### src/rtl/sha2_pkg.sv
// Shared constants, types and bit-level functions for the SHA-224/256
// compression engine: round constants, both initial hash values, the FSM
// state encoding, the working-variable struct and the FIPS 180-4 functions.
package sha2_pkg;

    // Engine FSM states
    typedef enum logic [1:0] {
        ST_IDLE  = 2'd0,
        ST_ROUND = 2'd1,
        ST_FINAL = 2'd2,
        ST_OUT   = 2'd3
    } state_t;

    // Eight 32-bit working variables / hash words; a (H0) is the top word
    typedef struct packed {
        logic [31:0] a;
        logic [31:0] b;
        logic [31:0] c;
        logic [31:0] d;
        logic [31:0] e;
        logic [31:0] f;
        logic [31:0] g;
        logic [31:0] h;
    } work_t;

    localparam work_t IV_256 = {
        32'h6a09e667, 32'hbb67ae85, 32'h3c6ef372, 32'ha54ff53a,
        32'h510e527f, 32'h9b05688c, 32'h1f83d9ab, 32'h5be0cd19
    };

    localparam work_t IV_224 = {
        32'hc1059ed8, 32'h367cd507, 32'h3070dd17, 32'hf70e5939,
        32'hffc00b31, 32'h68581511, 32'h64f98fa7, 32'hbefa4fa4
    };

    localparam logic [31:0] K [0:63] = '{
        32'h428a2f98, 32'h71374491, 32'hb5c0fbcf, 32'he9b5dba5,
        32'h3956c25b, 32'h59f111f1, 32'h923f82a4, 32'hab1c5ed5,
        32'hd807aa98, 32'h12835b01, 32'h243185be, 32'h550c7dc3,
        32'h72be5d74, 32'h80deb1fe, 32'h9bdc06a7, 32'hc19bf174,
        32'he49b69c1, 32'hefbe4786, 32'h0fc19dc6, 32'h240ca1cc,
        32'h2de92c6f, 32'h4a7484aa, 32'h5cb0a9dc, 32'h76f988da,
        32'h983e5152, 32'ha831c66d, 32'hb00327c8, 32'hbf597fc7,
        32'hc6e00bf3, 32'hd5a79147, 32'h06ca6351, 32'h14292967,
        32'h27b70a85, 32'h2e1b2138, 32'h4d2c6dfc, 32'h53380d13,
        32'h650a7354, 32'h766a0abb, 32'h81c2c92e, 32'h92722c85,
        32'ha2bfe8a1, 32'ha81a664b, 32'hc24b8b70, 32'hc76c51a3,
        32'hd192e819, 32'hd6990624, 32'hf40e3585, 32'h106aa070,
        32'h19a4c116, 32'h1e376c08, 32'h2748774c, 32'h34b0bcb5,
        32'h391c0cb3, 32'h4ed8aa4a, 32'h5b9cca4f, 32'h682e6ff3,
        32'h748f82ee, 32'h78a5636f, 32'h84c87814, 32'h8cc70208,
        32'h90befffa, 32'ha4506ceb, 32'hbef9a3f7, 32'hc67178f2
    };

    function automatic logic [31:0] ch(input logic [31:0] x, input logic [31:0] y,
                                       input logic [31:0] z);
        return (x & y) ^ (~x & z);
    endfunction

    function automatic logic [31:0] maj(input logic [31:0] x, input logic [31:0] y,
                                        input logic [31:0] z);
        return (x & y) ^ (x & z) ^ (y & z);
    endfunction

    // Rotations are written as explicit slices: ROTR^n(x) = {x[n-1:0], x[31:n]}
    function automatic logic [31:0] big_sigma0(input logic [31:0] x);
        return {x[1:0], x[31:2]} ^ {x[12:0], x[31:13]} ^ {x[21:0], x[31:22]};
    endfunction

    function automatic logic [31:0] big_sigma1(input logic [31:0] x);
        return {x[5:0], x[31:6]} ^ {x[10:0], x[31:11]} ^ {x[24:0], x[31:25]};
    endfunction

    function automatic logic [31:0] small_sigma0(input logic [31:0] x);
        return {x[6:0], x[31:7]} ^ {x[17:0], x[31:18]} ^ {3'b000, x[31:3]};
    endfunction

    function automatic logic [31:0] small_sigma1(input logic [31:0] x);
        return {x[16:0], x[31:17]} ^ {x[18:0], x[31:19]} ^ {10'b0, x[31:10]};
    endfunction

    // Word-wise mod 2^32 addition of two hash states (feed-forward step)
    function automatic work_t add_work(input work_t x, input work_t y);
        work_t r;
        r.a = x.a + y.a;
        r.b = x.b + y.b;
        r.c = x.c + y.c;
        r.d = x.d + y.d;
        r.e = x.e + y.e;
        r.f = x.f + y.f;
        r.g = x.g + y.g;
        r.h = x.h + y.h;
        return r;
    endfunction

endpackage

### src/rtl/sha2_round.sv
// One SHA-256 compression round, purely combinational. The engine chains
// RPC copies of this module to unroll several rounds per clock.
module sha2_round
    import sha2_pkg::*;
(
    input  work_t       i_work,
    input  logic [31:0] i_k,
    input  logic [31:0] i_w,
    output work_t       o_work
);

    logic [31:0] w_t1;
    logic [31:0] w_t2;

    // T1/T2 and the register rotation a..h -> next a..h
    always_comb begin
        w_t1 = i_work.h + big_sigma1(i_work.e) + ch(i_work.e, i_work.f, i_work.g) + i_k + i_w;
        w_t2 = big_sigma0(i_work.a) + maj(i_work.a, i_work.b, i_work.c);
        o_work.a = w_t1 + w_t2;
        o_work.b = i_work.a;
        o_work.c = i_work.b;
        o_work.d = i_work.c;
        o_work.e = i_work.d + w_t1;
        o_work.f = i_work.e;
        o_work.g = i_work.f;
        o_work.h = i_work.g;
    end

endmodule

### src/rtl/sha2_block_engine.sv
// SHA-224/256 block compression engine with RPC unrolled rounds per clock.
// Accepts pre-padded 512-bit blocks framed by first/last flags, keeps the
// chaining value H across blocks and presents the digest after the last one.
//
// Handshakes: a transfer happens on a rising clk edge where valid and ready
// are both 1. The producer holds valid (and its payload) until that edge;
// ready never depends combinationally on valid. blk_ready is high only in
// IDLE; digest_valid with a stable digest is held until digest_ready.
module sha2_block_engine
    import sha2_pkg::*;
#(
    parameter int RPC         = 1,
    parameter bit SUPPORT_224 = 1'b1
) (
    input  logic         clk,
    input  logic         rst_n,
    input  logic         blk_valid,
    output logic         blk_ready,
    input  logic [511:0] blk_data,
    input  logic         blk_first,
    input  logic         blk_last,
    input  logic         mode_224,
    output logic         digest_valid,
    input  logic         digest_ready,
    output logic [255:0] digest,
    output logic         busy
);

    if (!(RPC == 1 || RPC == 2 || RPC == 4)) begin : g_bad_rpc
        $error("sha2_block_engine: RPC must be 1, 2 or 4");
    end

    // Round index of the first round performed on the final ROUND edge
    localparam logic [5:0] LAST_T = 6'(64 - RPC);

    state_t       r_state;
    state_t       w_state_next;
    logic [5:0]   r_t;
    logic         r_last;
    logic         r_mode224;
    work_t        r_h;
    work_t        r_work;
    logic [31:0]  r_w [16];
    logic [255:0] r_digest;
    logic         r_digest_valid;

    logic         w_accept;
    logic         w_mode_in;
    work_t        w_iv;
    work_t        w_h_base;
    work_t        w_h_next;
    work_t        w_round_out;
    logic [31:0]  w_win_out [16];
    logic [255:0] w_digest_fmt;

    // IV selection; without 224 support the mode input is ignored entirely
    if (SUPPORT_224) begin : g_iv_224
        assign w_iv      = mode_224 ? IV_224 : IV_256;
        assign w_mode_in = mode_224;
    end else begin : g_iv_256
        assign w_iv      = IV_256;
        assign w_mode_in = 1'b0;
    end

    assign w_accept     = blk_valid & (r_state == ST_IDLE);
    assign w_h_base     = blk_first ? w_iv : r_h;
    assign w_h_next     = add_work(r_h, r_work);
    assign w_digest_fmt = r_mode224 ? {w_h_next[255:32], 32'h0} : w_h_next;

    // RPC chained rounds; each stage also slides the schedule window by one
    // word. Stage j consumes window word 0 as W[t+j] and appends W[t+j+16].
    for (genvar j = 0; j < RPC; j++) begin : g_stage
        work_t       w_in;
        work_t       w_out;
        logic [31:0] w_win_in  [16];
        logic [31:0] w_win_out [16];
        logic [31:0] w_k;

        if (j == 0) begin : g_head
            assign w_in     = r_work;
            assign w_win_in = r_w;
        end else begin : g_chain
            assign w_in     = g_stage[j-1].w_out;
            assign w_win_in = g_stage[j-1].w_win_out;
        end

        assign w_k = K[r_t + 6'(j)];

        // Shift the 16-word window and append the next expanded word
        always_comb begin
            for (int i = 0; i < 15; i++) begin
                w_win_out[i] = w_win_in[i+1];
            end
            w_win_out[15] = small_sigma1(w_win_in[14]) + w_win_in[9]
                          + small_sigma0(w_win_in[1]) + w_win_in[0];
        end

        sha2_round u_round (
            .i_work (w_in),
            .i_k    (w_k),
            .i_w    (w_win_in[0]),
            .o_work (w_out)
        );
    end

    assign w_round_out = g_stage[RPC-1].w_out;
    assign w_win_out   = g_stage[RPC-1].w_win_out;

    // FSM state register
    always_ff @(posedge clk or negedge rst_n) begin
        if (!rst_n) begin
            r_state <= ST_IDLE;
        end else begin
            r_state <= w_state_next;
        end
    end

    // FSM next-state and handshake outputs
    always_comb begin
        w_state_next = r_state;
        blk_ready    = 1'b0;
        busy         = 1'b1;
        case (r_state)
            ST_IDLE: begin
                blk_ready = 1'b1;
                busy      = 1'b0;
                if (blk_valid) begin
                    w_state_next = ST_ROUND;
                end
            end
            ST_ROUND: begin
                if (r_t == LAST_T) begin
                    w_state_next = ST_FINAL;
                end
            end
            ST_FINAL: begin
                w_state_next = r_last ? ST_OUT : ST_IDLE;
            end
            ST_OUT: begin
                if (digest_ready) begin
                    w_state_next = ST_IDLE;
                end
            end
            default: begin
                w_state_next = ST_IDLE;
            end
        endcase
    end

    // Round counter, last-block flag and message mode
    always_ff @(posedge clk or negedge rst_n) begin
        if (!rst_n) begin
            r_t       <= 6'd0;
            r_last    <= 1'b0;
            r_mode224 <= 1'b0;
        end else if (w_accept) begin
            r_t    <= 6'd0;
            r_last <= blk_last;
            if (blk_first) begin
                r_mode224 <= w_mode_in;
            end
        end else if (r_state == ST_ROUND) begin
            r_t <= r_t + 6'(RPC);
        end
    end

    // Chaining value: base loaded at block accept, feed-forward at FINAL
    always_ff @(posedge clk or negedge rst_n) begin
        if (!rst_n) begin
            r_h <= IV_256;
        end else if (w_accept) begin
            r_h <= w_h_base;
        end else if (r_state == ST_FINAL) begin
            r_h <= w_h_next;
        end
    end

    // Working variables and schedule window; contents are don't-care at reset
    always_ff @(posedge clk) begin
        if (w_accept) begin
            r_work <= w_h_base;
            for (int i = 0; i < 16; i++) begin
                r_w[i] <= blk_data[511 - 32*i -: 32];
            end
        end else if (r_state == ST_ROUND) begin
            r_work <= w_round_out;
            r_w    <= w_win_out;
        end
    end

    // Digest register: loaded after the last block, kept after the consumer takes it
    always_ff @(posedge clk or negedge rst_n) begin
        if (!rst_n) begin
            r_digest       <= 256'h0;
            r_digest_valid <= 1'b0;
        end else if (r_state == ST_FINAL && r_last) begin
            r_digest       <= w_digest_fmt;
            r_digest_valid <= 1'b1;
        end else if (r_state == ST_OUT && digest_ready) begin
            r_digest_valid <= 1'b0;
        end
    end

    assign digest       = r_digest;
    assign digest_valid = r_digest_valid;

endmodule

### config.mk
export PLATFORM = sky130hd
export DESIGN_NAME = sha2_block_engine
export DESIGN_NICKNAME = d
export VERILOG_FILES = /design/src/rtl/sha2_pkg.sv /design/src/rtl/sha2_round.sv /design/src/rtl/sha2_block_engine.sv
export SDC_FILE = /design/constraint.sdc
export NUM_CORES = 2
export LEC_CHECK = 0
export BUFFER_PORTS_ARGS = -buffer_cell sky130_fd_sc_hd__buf_2
export CAP_MARGIN = 25
export CORE_MARGIN = 1
export CORE_UTILIZATION = 60
export CTS_CLUSTER_DIAMETER = 40
export DETAILED_ROUTE_END_ITERATION = 8
export PLACE_DENSITY = 0.88
export SYNTH_ARGS = -nofsm -noshare
export SYNTH_HDL_FRONTEND = slang
export SYNTH_SLANG_ARGS = --single-unit
### constraint.sdc
create_clock -name clk -period 20.9 [get_ports clk]
set_clock_uncertainty 0.15 [all_clocks]
set_input_delay 1.045 -clock clk [delete_from_list [all_inputs] [get_ports clk]]
set_output_delay 1.045 -clock clk [all_outputs]
set_load 0.05 [all_outputs]
==> impl_results.md <==
* DR WL/cell at 27.91 um
* Largest family of logic cells by synthesized area: compound AO/OA/AOI/OAI gates
* Area delta synth->final at 13.98%
* DR iter-0 viols at 11760
* Post-synth top flop: edfxtp_1
* Mux share of post-synthesis cell area at 0.008691
* # IOs at 778
* Synth top area share at 0.2881
* Sink Count at 1291
* Layout fillers at 9836
* Final period utilization at 0.4934
* Vias per inst at 6.456
* EDFF count, synth at 768
* Share of the yosys chip area belonging to registers at 0.4538
* Mapped Cells at 8665
* Max-capacitance violation count at 0
* Crit end category: flop
* Synthesized net count at 9774
* Simple-Gate Fraction of Synth Area at 0.1561
* Fmax at 96.97 MHz
* Synth area leaders: edfxtp_1 (29%), dfrtp_1 (12%), nand2_1 (10%), ha_1 (6.2%), o21ai_0 (5.2%)
* DRT Pass-1 Iters at 9
* Final nets at 10321
* Hold_buf cts at 0
* Max-slew violation count at 0
* Core box area at 0.1320 mm2
* Global route overflow at 0
* Final Hold Fails at 0
* Postcts setup bufs at 0
* Chip Height at 367.2 um
* CTS Buffer Depth at 3
* Crit Path Class: reg -> reg
* Arr. time, crit path at 10.70 ns
* CTS resizes at 0
* PortBufs at 777
* Netlist cell types at 90
* Worst-margin pin slew at 1.264 ns
* Initial antenna violation count at 53
* Die area at 0.1349 mm2
* XOR/XNOR share of the synthesized area at 0.06390
* # H-tree levels at 4
* Detailed Place HPWL at 228.1 mm
* Reg-to-Reg End: g_stage[0].w_in[255]
* R2r setup slk at 10.59 ns
* All-layer global routing usage at 0.4524
* Register area at 0.03632 mm2
* Slowest stage delay, CP at 0.80 ns
* CP top delay family: compound AO/OA/AOI/OAI gates
* Setup violations, final at 0
* Total CTS buffers at 176
* Setup TNS at 0 ns
* Slowest CP cell: ha_1
* Worst-path fanout max at 17
* Remaining DRCs at 0
* Min Clock Period, post-route at 10.31 ns
* Rel. slew slack at 0.1574
* WL final at 311.7 mm
* Vias in the first global route at 68300
* Clock Latency Late Sink at 0.84 ns
* Avg Cell Area, Syn at 9.238 um2
* Worst-path clk slew at 0.06 ns
* Layout cell share with drive strength beyond 1 at 0.1475
* Largest net degree at the start of global routing at 192
* Status: completed
* Mapped Area at 0.08004 mm2
* Critical path launch point type: flop
* RSZ-0062 raised after global routing: no
* Clock tree from TritonCTS: built
* Worst Reg-to-Reg Cells at 35
* Area occupied by multi-input gates at 0.04037 mm2
* RePlAce Congestion at 1.045
* First-pass GRT wire length at 447.8 mm
* Detailed-route via count at 72110
* Yosys reg bits at 1291
* WP data required at 21.28 ns
* Cell Rows at 133
* Ys async rst share at 0.4051
* Hold crit path type: in -> async
* Post-Synth Adder-Cell Area at 0.1133
* Worst r2r src: r_t[0]
* Yosys Warn Count at 0
* Initial Util at 0.6066
* Die X at 367.2 um
* Yosys top cell by area: edfxtp_1
* Buf/Inv on CP at 4
* DRT antenna net count at 0
* Synth Area in Compound Gates at 0.1616
* CTS root buffer: clkbuf_16
## synth_stat cells, drive strengths merged (130+ instances only)
cell	instances
a21o	163
a21oi	674
clkbuf	444
dfrtp	387
dfstp	136
edfxtp	768
fa	195
ha	395
inv	429
nand2	2222
nand3	130
nor2	296
o21ai	835
xnor2	364
xor2	220
## cells by family (layout without fill, tap and decap cells)
logic type | Yosys count | count (layout)
adders and majority gates | 612 | 612
AOI/OAI and AO/OA | 2178 | 2178
xor gates and xnor gates | 584 | 584
muxes | 59 | 59
DFF | 1291 | 1291
buffers and inverters | 911 | 1613
and+or+nand+nor | 3030 | 3030
other | 0 | 47
## metal layers
metal,vias up,routed length [um],GRT usage,part of all wire
met5,-,91,0,0.00029
met1,34428,115800,0.6085,0.37
met3,1140,44000,0.1441,0.14
li1,31063,-,-,-
met4,12,22880,0.2720,0.073
met2,5467,129000,0.6383,0.41
## final cells by class
cell class	count	area share
Clock inverter	135	0.01625
Timing Repair Buffer	849	0.04978
Antenna cell	47	0.001289
Inverter	431	0.01784
Tap cell	1755	0.02407
Multi-Input combinational cell	6463	0.4425
Clock buffer	198	0.05009
Sequential cell	1291	0.3982
## registers in the layout, indices dropped and copies added, names as in the netlist
name and cells:
g_stage.w_win_in 512, digest 256, g_stage.w_in 256, r_h 256
r_t 6, r_state 2, digest_valid 1, r_last 1
r_mode224 1
## through the flow
step | setup WS (ns) | utilization | hold WS, ns | std cells | area, um2
after detailed placement | 11.00 | 0.6440 | 0.3134 | 10783 | 84980
after global routing | 10.38 | 0.6913 | 0.2066 | 11164 | 91220
after floorplan | 3.435 | - | 0.3280 | 8665 | 80040
after CTS | 10.93 | 0.6898 | 0.1677 | 11116 | 91030
after global placement | 10.92 | 0.6440 | 0.3043 | 10783 | 84980
final | 10.59 | 0.6914 | 0.1515 | 11169 | 91230
## worst max path at each step
stage | startpoint | endpoint | slack [ns] | cells after the start
CTS | r_t[0] | g_stage[0].w_in[255] | 10.93 | 32
finish | r_t[0] | g_stage[0].w_in[255] | 10.59 | 35
global route | r_t[0] | g_stage[0].w_in[255] | 10.38 | 35
floorplan | blk_valid | r_state[0] | 3.43 | 3
global placement | r_t[0] | g_stage[0].w_in[255] | 10.92 | 35
detailed placement | r_t[0] | g_stage[0].w_in[255] | 11.00 | 32
## layout by cell type, fill, tap and decap left out, drive strengths merged, types with 61 or more instances in the layout
| cell | Yosys | routed |
|---|---|---|
| nand2 | 2222 | 2222 |
| edfxtp | 768 | 768 |
| dfrtp | 387 | 387 |
| a21o | 163 | 163 |
| inv | 429 | 479 |
| xor2 | 220 | 220 |
| nor3 | 87 | 87 |
| buf | 36 | 849 |
| nand3 | 130 | 130 |
| nand2b | 61 | 61 |
| dfstp | 136 | 136 |
| a21oi | 674 | 674 |
| nor2 | 296 | 296 |
| clkbuf | 444 | 198 |
| ha | 395 | 395 |
| clkinv | 2 | 67 |
| xnor2 | 364 | 364 |
| o21ai | 835 | 835 |
| fa | 195 | 195 |
Power is not shown: default switching activity piles up to over one toggle a cycle in this logic, so the estimate is an artifact.
